**src/rtl/nbit_universal_shift_reg.sv**
```systemverilog
// N-bit universal shift register: shifts, rotates, serial deserializer and an
// MSB-first parallel-to-serial engine sharing one storage register.
module nbit_universal_shift_reg #(
  parameter int WIDTH = 8,
  parameter int SHW   = $clog2(WIDTH)
) (
  input  logic             clk,
  input  logic             rst,
  input  logic             en,
  input  logic [2:0]       op,
  input  logic [SHW-1:0]   shamt,
  input  logic [WIDTH-1:0] din,
  input  logic             sin,
  output logic [WIDTH-1:0] dout,
  output logic             sout,
  output logic             sout_valid,
  output logic             word_valid,
  output logic             busy,
  output logic             done
);

  localparam int CW = $clog2(WIDTH + 1);

  typedef enum logic [1:0] {
    IDLE   = 2'b00,
    SHIFT  = 2'b01,
    FINISH = 2'b10
  } state_t;

  state_t             state_r;
  state_t             state_nxt_s;
  logic [WIDTH-1:0]   q_r;
  logic [WIDTH-1:0]   op_res_s;
  logic [SHW-1:0]     bcnt_r;
  logic [CW-1:0]      scnt_r;
  logic               word_valid_r;
  logic [SHW-1:0]     rot_s;
  logic [2*WIDTH-1:0] rol_s;
  logic [2*WIDTH-1:0] ror_s;
  logic               busy_s;
  logic               done_s;
  logic               sout_s;
  logic               sout_valid_s;

  // Rotation distance reduced modulo WIDTH; shifting the doubled word keeps
  // non-power-of-two widths correct.
  assign rot_s = SHW'(shamt % WIDTH);
  assign rol_s = {q_r, q_r} << rot_s;
  assign ror_s = {q_r, q_r} >> rot_s;

  // Result of the currently selected operation applied to the register
  always_comb begin
    op_res_s = q_r;
    case (op)
      3'b000:  op_res_s = q_r;
      3'b001:  op_res_s = q_r << shamt;
      3'b010:  op_res_s = q_r >> shamt;
      3'b011:  op_res_s = rol_s[2*WIDTH-1:WIDTH];
      3'b100:  op_res_s = ror_s[WIDTH-1:0];
      3'b101:  op_res_s = $signed(q_r) >>> shamt;
      3'b110:  op_res_s = {q_r[WIDTH-2:0], sin};
      3'b111:  op_res_s = din;
      default: op_res_s = q_r;
    endcase
  end

  // Serializer state register
  always_ff @(posedge clk or posedge rst) begin
    if (rst) begin
      state_r <= IDLE;
    end else begin
      state_r <= state_nxt_s;
    end
  end

  // Serializer next-state logic; ops are only honoured from IDLE
  always_comb begin
    state_nxt_s = state_r;
    case (state_r)
      IDLE: begin
        if (en && (op == 3'b111)) begin
          state_nxt_s = SHIFT;
        end else begin
          state_nxt_s = IDLE;
        end
      end
      SHIFT: begin
        if (scnt_r == CW'(1)) begin
          state_nxt_s = FINISH;
        end else begin
          state_nxt_s = SHIFT;
        end
      end
      FINISH:  state_nxt_s = IDLE;
      default: state_nxt_s = IDLE;
    endcase
  end

  // Serializer outputs, decoded straight from the state and register
  always_comb begin
    busy_s       = 1'b0;
    done_s       = 1'b0;
    sout_s       = 1'b0;
    sout_valid_s = 1'b0;
    case (state_r)
      IDLE: begin
        busy_s = 1'b0;
      end
      SHIFT: begin
        busy_s       = 1'b1;
        sout_s       = q_r[WIDTH-1];
        sout_valid_s = 1'b1;
      end
      FINISH: begin
        busy_s = 1'b1;
        done_s = 1'b1;
      end
      default: begin
        busy_s = 1'b0;
      end
    endcase
  end

  // Register, bit counter and serializer down-counter update
  always_ff @(posedge clk or posedge rst) begin
    if (rst) begin
      q_r          <= '0;
      bcnt_r       <= '0;
      scnt_r       <= '0;
      word_valid_r <= 1'b0;
    end else begin
      word_valid_r <= 1'b0;
      case (state_r)
        IDLE: begin
          if (en) begin
            q_r <= op_res_s;
            case (op)
              3'b000: bcnt_r <= bcnt_r;
              3'b110: begin
                if (bcnt_r == SHW'(WIDTH - 1)) begin
                  bcnt_r       <= '0;
                  word_valid_r <= 1'b1;
                end else begin
                  bcnt_r <= bcnt_r + SHW'(1);
                end
              end
              3'b111: begin
                bcnt_r <= '0;
                scnt_r <= CW'(WIDTH);
              end
              default: bcnt_r <= '0;
            endcase
          end
        end
        SHIFT: begin
          q_r    <= {q_r[WIDTH-2:0], 1'b0};
          scnt_r <= scnt_r - CW'(1);
        end
        FINISH: begin
          q_r <= q_r;
        end
        default: begin
          q_r <= q_r;
        end
      endcase
    end
  end

  assign dout       = q_r;
  assign word_valid = word_valid_r;
  assign busy       = busy_s;
  assign done       = done_s;
  assign sout       = sout_s;
  assign sout_valid = sout_valid_s;

endmodule

```
**config.mk**
```make
export PLATFORM = sky130hd
export DESIGN_NAME = nbit_universal_shift_reg
export DESIGN_NICKNAME = d
export VERILOG_FILES = /design/src/rtl/nbit_universal_shift_reg.sv
export SDC_FILE = /design/constraint.sdc
export NUM_CORES = 1
export LEC_CHECK = 0
export CAP_MARGIN = 40
export CORE_ASPECT_RATIO = 0.6
export CORE_MARGIN = 4
export CORE_UTILIZATION = 60
export CTS_BUF_LIST = sky130_fd_sc_hd__clkbuf_2
export DETAILED_ROUTE_END_ITERATION = 10
export PLACE_DENSITY = 0.92
export SLEW_MARGIN = 30
export SYNTH_ARGS = -nofsm -noshare
export SYNTH_HDL_FRONTEND = slang
export SYNTH_SLANG_ARGS = --single-unit
```
**constraint.sdc**
```tcl
create_clock -name clk -period 4.1 [get_ports clk]
set_input_delay 1.23 -clock clk [delete_from_list [all_inputs] [get_ports clk]]
set_output_delay 1.23 -clock clk [all_outputs]
set_load 0.1 [all_outputs]
```
---- Yosys cells after proc, flatten, opt, wreduce, memory -nomap -nowiden ----
Cells that the tools add are included.
word-level totals
  register bits after elaboration ......... 18
  output and inout bits ................... 13
operators by class
  shift-type cells ........................ 5
  add/sub/neg operators ................... 2
  equality and inequality tests ........... 14
  muxes and demuxes ....................... 19
  reductions and logical operators ........ 8
  bitwise gates (word level) .............. 1
operator list
  cell                   number
  $pmux W8 S7            1
  $pmux W8 S2            1
  $shl A16 B3 Y16        1
  $shr A16 B3 Y8         1
  $eq A3 B3 Y1 const B   5
  $mux W1                9
  $reduce_and A3 Y1      3
  $mux W4                2
  $mux W8                1
  $pmux W4 S2            1
  $shl A8 B3 Y8          1
  $shr A8 B3 Y8          1
  $sshr A8 B3 Y8         1
  $eq A3 B2 Y1 const B   2
  $ne A2 B2 Y1 const B   3
  $pmux W3 S2            1
  $eq A4 B1 Y1 const B   1
  $pmux W2 S2            1
  $sub A4 B1 Y4 const B  1
  $add A3 B1 Y3 const B  1
  $eq A3 B1 Y1 const B   1
  $logic_not A3 Y1       1
  $mux W3                1
  $eq A2 B1 Y1 const B   1
  7 further kinds        7

---- Logic depth before layout (Yosys ltp) ----
  depth after elaboration ................. 5
  mapped depth ............................ 8
  mapped depth without buffers ............ 7

---- Least setup slack after synthesis ----
No wires, ideal clock.
  path kind ............................... reg2out
  start point ............................. reg state_r[1]
  end point ............................... out sout
  path slack .............................. 0.563 ns
  arrival time ............................ 2.307 ns
  path buffers ............................ 1
  cell stages (with the launch flop) ...... 5
  path through ............................ dfrtp_1 -> inv_1 -> ha_1 -> clkbuf_1 -> and2_1
between the ends
  cells in the longest elaborated chain, start to end .. 2
RTL lines
  element                 line  source
  start, declared         30    state_t state_r;
  start signal, assigned  72    state_r <= state_nxt_s;
  $eq A2 B1 Y1            105   case (state_r)
  $mux W1                 105
  end, declared           15    output logic sout,
Every way passes these cells.

---- Final worst setup path ----
  start point ............................. in shamt[1]
  end point ............................... reg q_r[4], in the netlist dout[4]
between the ends
  cells in the longest elaborated chain, start to end .. 4
  elaborated cells on any way between the ends .. 8
  classes of those cells .................. 5 x shift; 3 x mux
RTL lines
  element                                       line  source
  start, declared                               11    input logic [SHW-1:0] shamt,
  $sshr A8 B3 Y8, or another cell as far along  60    3'b101: op_res_s = $signed(q_r) >>> shamt;
  $pmux W8 S7 *                                 54    case (op)
  $mux W8 *                                     135   if (en) begin
  $pmux W8 S2 *                                 133   case (state_r)
  end signal, assigned                          136   q_r <= op_res_s;
  end signal, assigned                          156   q_r <= {q_r[WIDTH-2:0], 1'b0};
  end signal, assigned                          160   q_r <= q_r;
  end, declared                                 32    logic [WIDTH-1:0] q_r;
Every way passes the cells marked *; elsewhere a longest branch is shown, timed or not. The select of a mux whose other input is x is not followed.
A chain may end at the register's enable or synchronous reset.

==> impl_metrics.ini <==
[detailed_routing]
wirelength_mm = 6.554
first_pass_iters = 5
drt_iter0_drc = 380
dr_total_vias = 2236
wl_per_cell_um = 20.81
routed_via_density = 7.098
drc = 0
ant_nets = 0

[placed_design]
place_worst_setup_slack_ns = 0.5907
globalplace.congestion = 1.038
dpl_cell_area_um2 = 2431
dpl.hpwl_mm = 4.823
numPortBuffers = 30

[cts]
post_cts_resized = 0
hold_buffers = 0
cts_setup_buffers = 0
cts.htree.levels = 1
clkTransAtPathRegs_ns = 0.17
cts_buffers = 3
insertion_delay_ns = 0.31
clockBufferDepth = 2
cts.sinks = 18
cts_tree = done
cts_root_buffer = clkbuf_2

[final_layout]
seq_area_um2 = 450.4
final_area_um2 = 2450
nets = 296
fillers = 265
multi_input_area_um2 = 1538
diodes = 0
drive_gt1_share_pct = 16.67
area_delta_synth_final_pct = 11.38

[global_route]
grt_pass1_wl_mm = 10.63
antenna_found_initial = 0
grt-ovfl-total = 0
grt_use_total_pct = 29.97
grt_pass1_vias = 2082
grt_start_max_net_pins = 30

[sta]
rsz0062_at_grt = false
setup_viol = 0
skew_ns = 0.007799
max_freq_mhz = 315.0
post-route-period-util_pct = 77.42
fin_tns_setup_ns = 0
maxSlewViolCount = 0
hold_viol_final = 0
worst_pin_slew_ns = 0.6944
fin_crit_ns = 3.174
slew-limit-headroom_pct = 53.66
setup_ws_ns = 0.9256

[critical_path]
critPathLaunchType = input pin
worst_ep_arrival_time_ns = 3.37
cp_cell_sequence = clkdlybuf4s50_1, buf_4, mux4_2, a22oi_1, o41ai_1, o21ai_1, o311ai_0
crit_required_ns = 4.29
reg2reg_from = state_r[1]
startpoint = shamt[1]
worstPathMaxFanout = 13
cp-end-kind = flop
cp_slowest_stage_delay_ns = 0.74
critPathSlowestCell = clkdlybuf4s50_1
critPathKind = input pin to flop

[synthesis]
syn_inst = 254
synth-edff-count = 0
ys_ff_latch = 18
synth.avg_cell_area_um2 = 8.660
netlist_area_um2 = 2200
ys_types = 61
yosys_warnings = 0
synth_fp_nets = 279
synth-main-ff-cell = dfrtp_1
async_reset_ff_share_pct = 100.0
ys_seq_area_share_pct = 20.48

[worst_hold_path]
hp-start = bcnt_r[1]
min_path_type = flop to flop

[power_and_ir_drop]
leakage_nw = 0.9991
power.density_nw_per_um2 = 664.2
total_power_mw = 1.627
ir_worst_vdd_mv = 0.5696

[die]
ios = 31
core_um2 = 3383
rows = 16
start_util_pct = 65.01
die_w_um = 86.17
die-area_um2 = 4730
die_y_um = 54.90

[job]
maxCapViolations = 0

[run_status]
run_status = finished, final reports clean
==> state kept, by name, indices dropped and copies added, names as in the netlist <==
| signal | count |
|---|---|
| dout | 8 |
| scnt_r | 4 |
| bcnt_r | 3 |
| state_r | 2 |
| word_valid | 1 |
==> report_power, final <==
group          internal [mW]  switching, mW
sequential             0.237          0.168
clock                 0.0212         0.0581
combinational          0.378          0.766
==> final timing paths <==
path,to,slack (ns),cells past startpoint
max,dout[4],0.93,7
min,bcnt_r[1],0.51,2
max reg2reg,dout[2],1.76,7
min reg2reg,bcnt_r[1],0.51,2
max in group asynchronous,bcnt_r[1],2.37,2
min in group asynchronous,scnt_r[3],1.29,2
==> layout by cell type (no fill, tap or decap), drive strengths merged, types with 3 or more instances in the layout <==
master	n
a21oi	8
a31oi	4
a41oi	3
and2	3
buf	20
clkbuf	3
clkdlybuf4s50	18
dfrtp	18
ha	7
inv	12
mux2	10
mux2i	13
mux4	10
nand2	17
nand2b	6
nand3	11
nor2	22
nor2b	4
nor3	4
o21a	3
o21ai	27
o311ai	4
or3	3
==> critical path: cells and delay by family <==
| kind | cells | cell delay [ns] |
|---|---|---|
| AOI/OAI and AO/OA | 4 | 0.53 |
| buffers and inverters | 2 | 1.04 |
| muxes | 1 | 0.56 |
==> cell usage after synthesis (all sizes together) (6+ instances only) <==
| library cell | count | area, um2 |
|---|---|---|
| nand2 | 17 | 63.81 |
| nand2b | 6 | 37.54 |
| ha | 7 | 87.58 |
| a21oi | 8 | 40.04 |
| mux2 | 10 | 120.1 |
| inv | 12 | 45.04 |
| dfrtp | 18 | 450.4 |
| clkbuf | 14 | 53.80 |
| buf | 12 | 108.9 |
| mux4 | 10 | 244.0 |
| nor2 | 22 | 82.58 |
| o21ai | 27 | 135.1 |
| nand3 | 11 | 55.05 |
| mux2i | 13 | 130.1 |
==> metrics by stage <==
| step | cells | hold WS (ns) | util [%] |
|---|---|---|---|
| final | 315 | 0.5121 | 72.41 |
| after global routing | 315 | 0.5889 | 72.41 |
| after CTS | 315 | 0.5178 | 72.41 |
| after detailed placement | 311 | 0.4818 | 71.86 |
| after global placement | 310 | 0.4673 | 71.41 |
| after floorplan | 254 | 0.4538 | - |
==> logic make-up (layout without fill, tap and decap cells) <==
group	count (synthesis)	after routing	synth area share, %
and+or+nand+nor	79	79	18.09
AOI/OAI and AO/OA	78	78	25.37
buffers and inverters	39	55	9.613
muxes	33	33	22.47
DFF	18	18	20.48
adders and majority gates	7	7	3.982
==> metal layers <==
layer	wire length [um]	share of wire, %	up-vias	GRT usage (%)
met5	0	0	-	1.136
met4	131	2.0	0	10.26
met3	919	14	23	9.763
met2	2768	42	180	44.12
met1	2733	42	1045	41.58
li1	-	-	988	-
==> area by class of cell <==
type | instances | area share [%]
sequential | 18 | 18.39
tap | 45 | 2.298
clock buffer | 3 | 0.6129
timing repair buffer | 38 | 13.79
multi-input combinational | 197 | 62.77
clock inverter | 1 | 0.1532
inverter | 13 | 1.992
(Power assumes the default switching activity.)
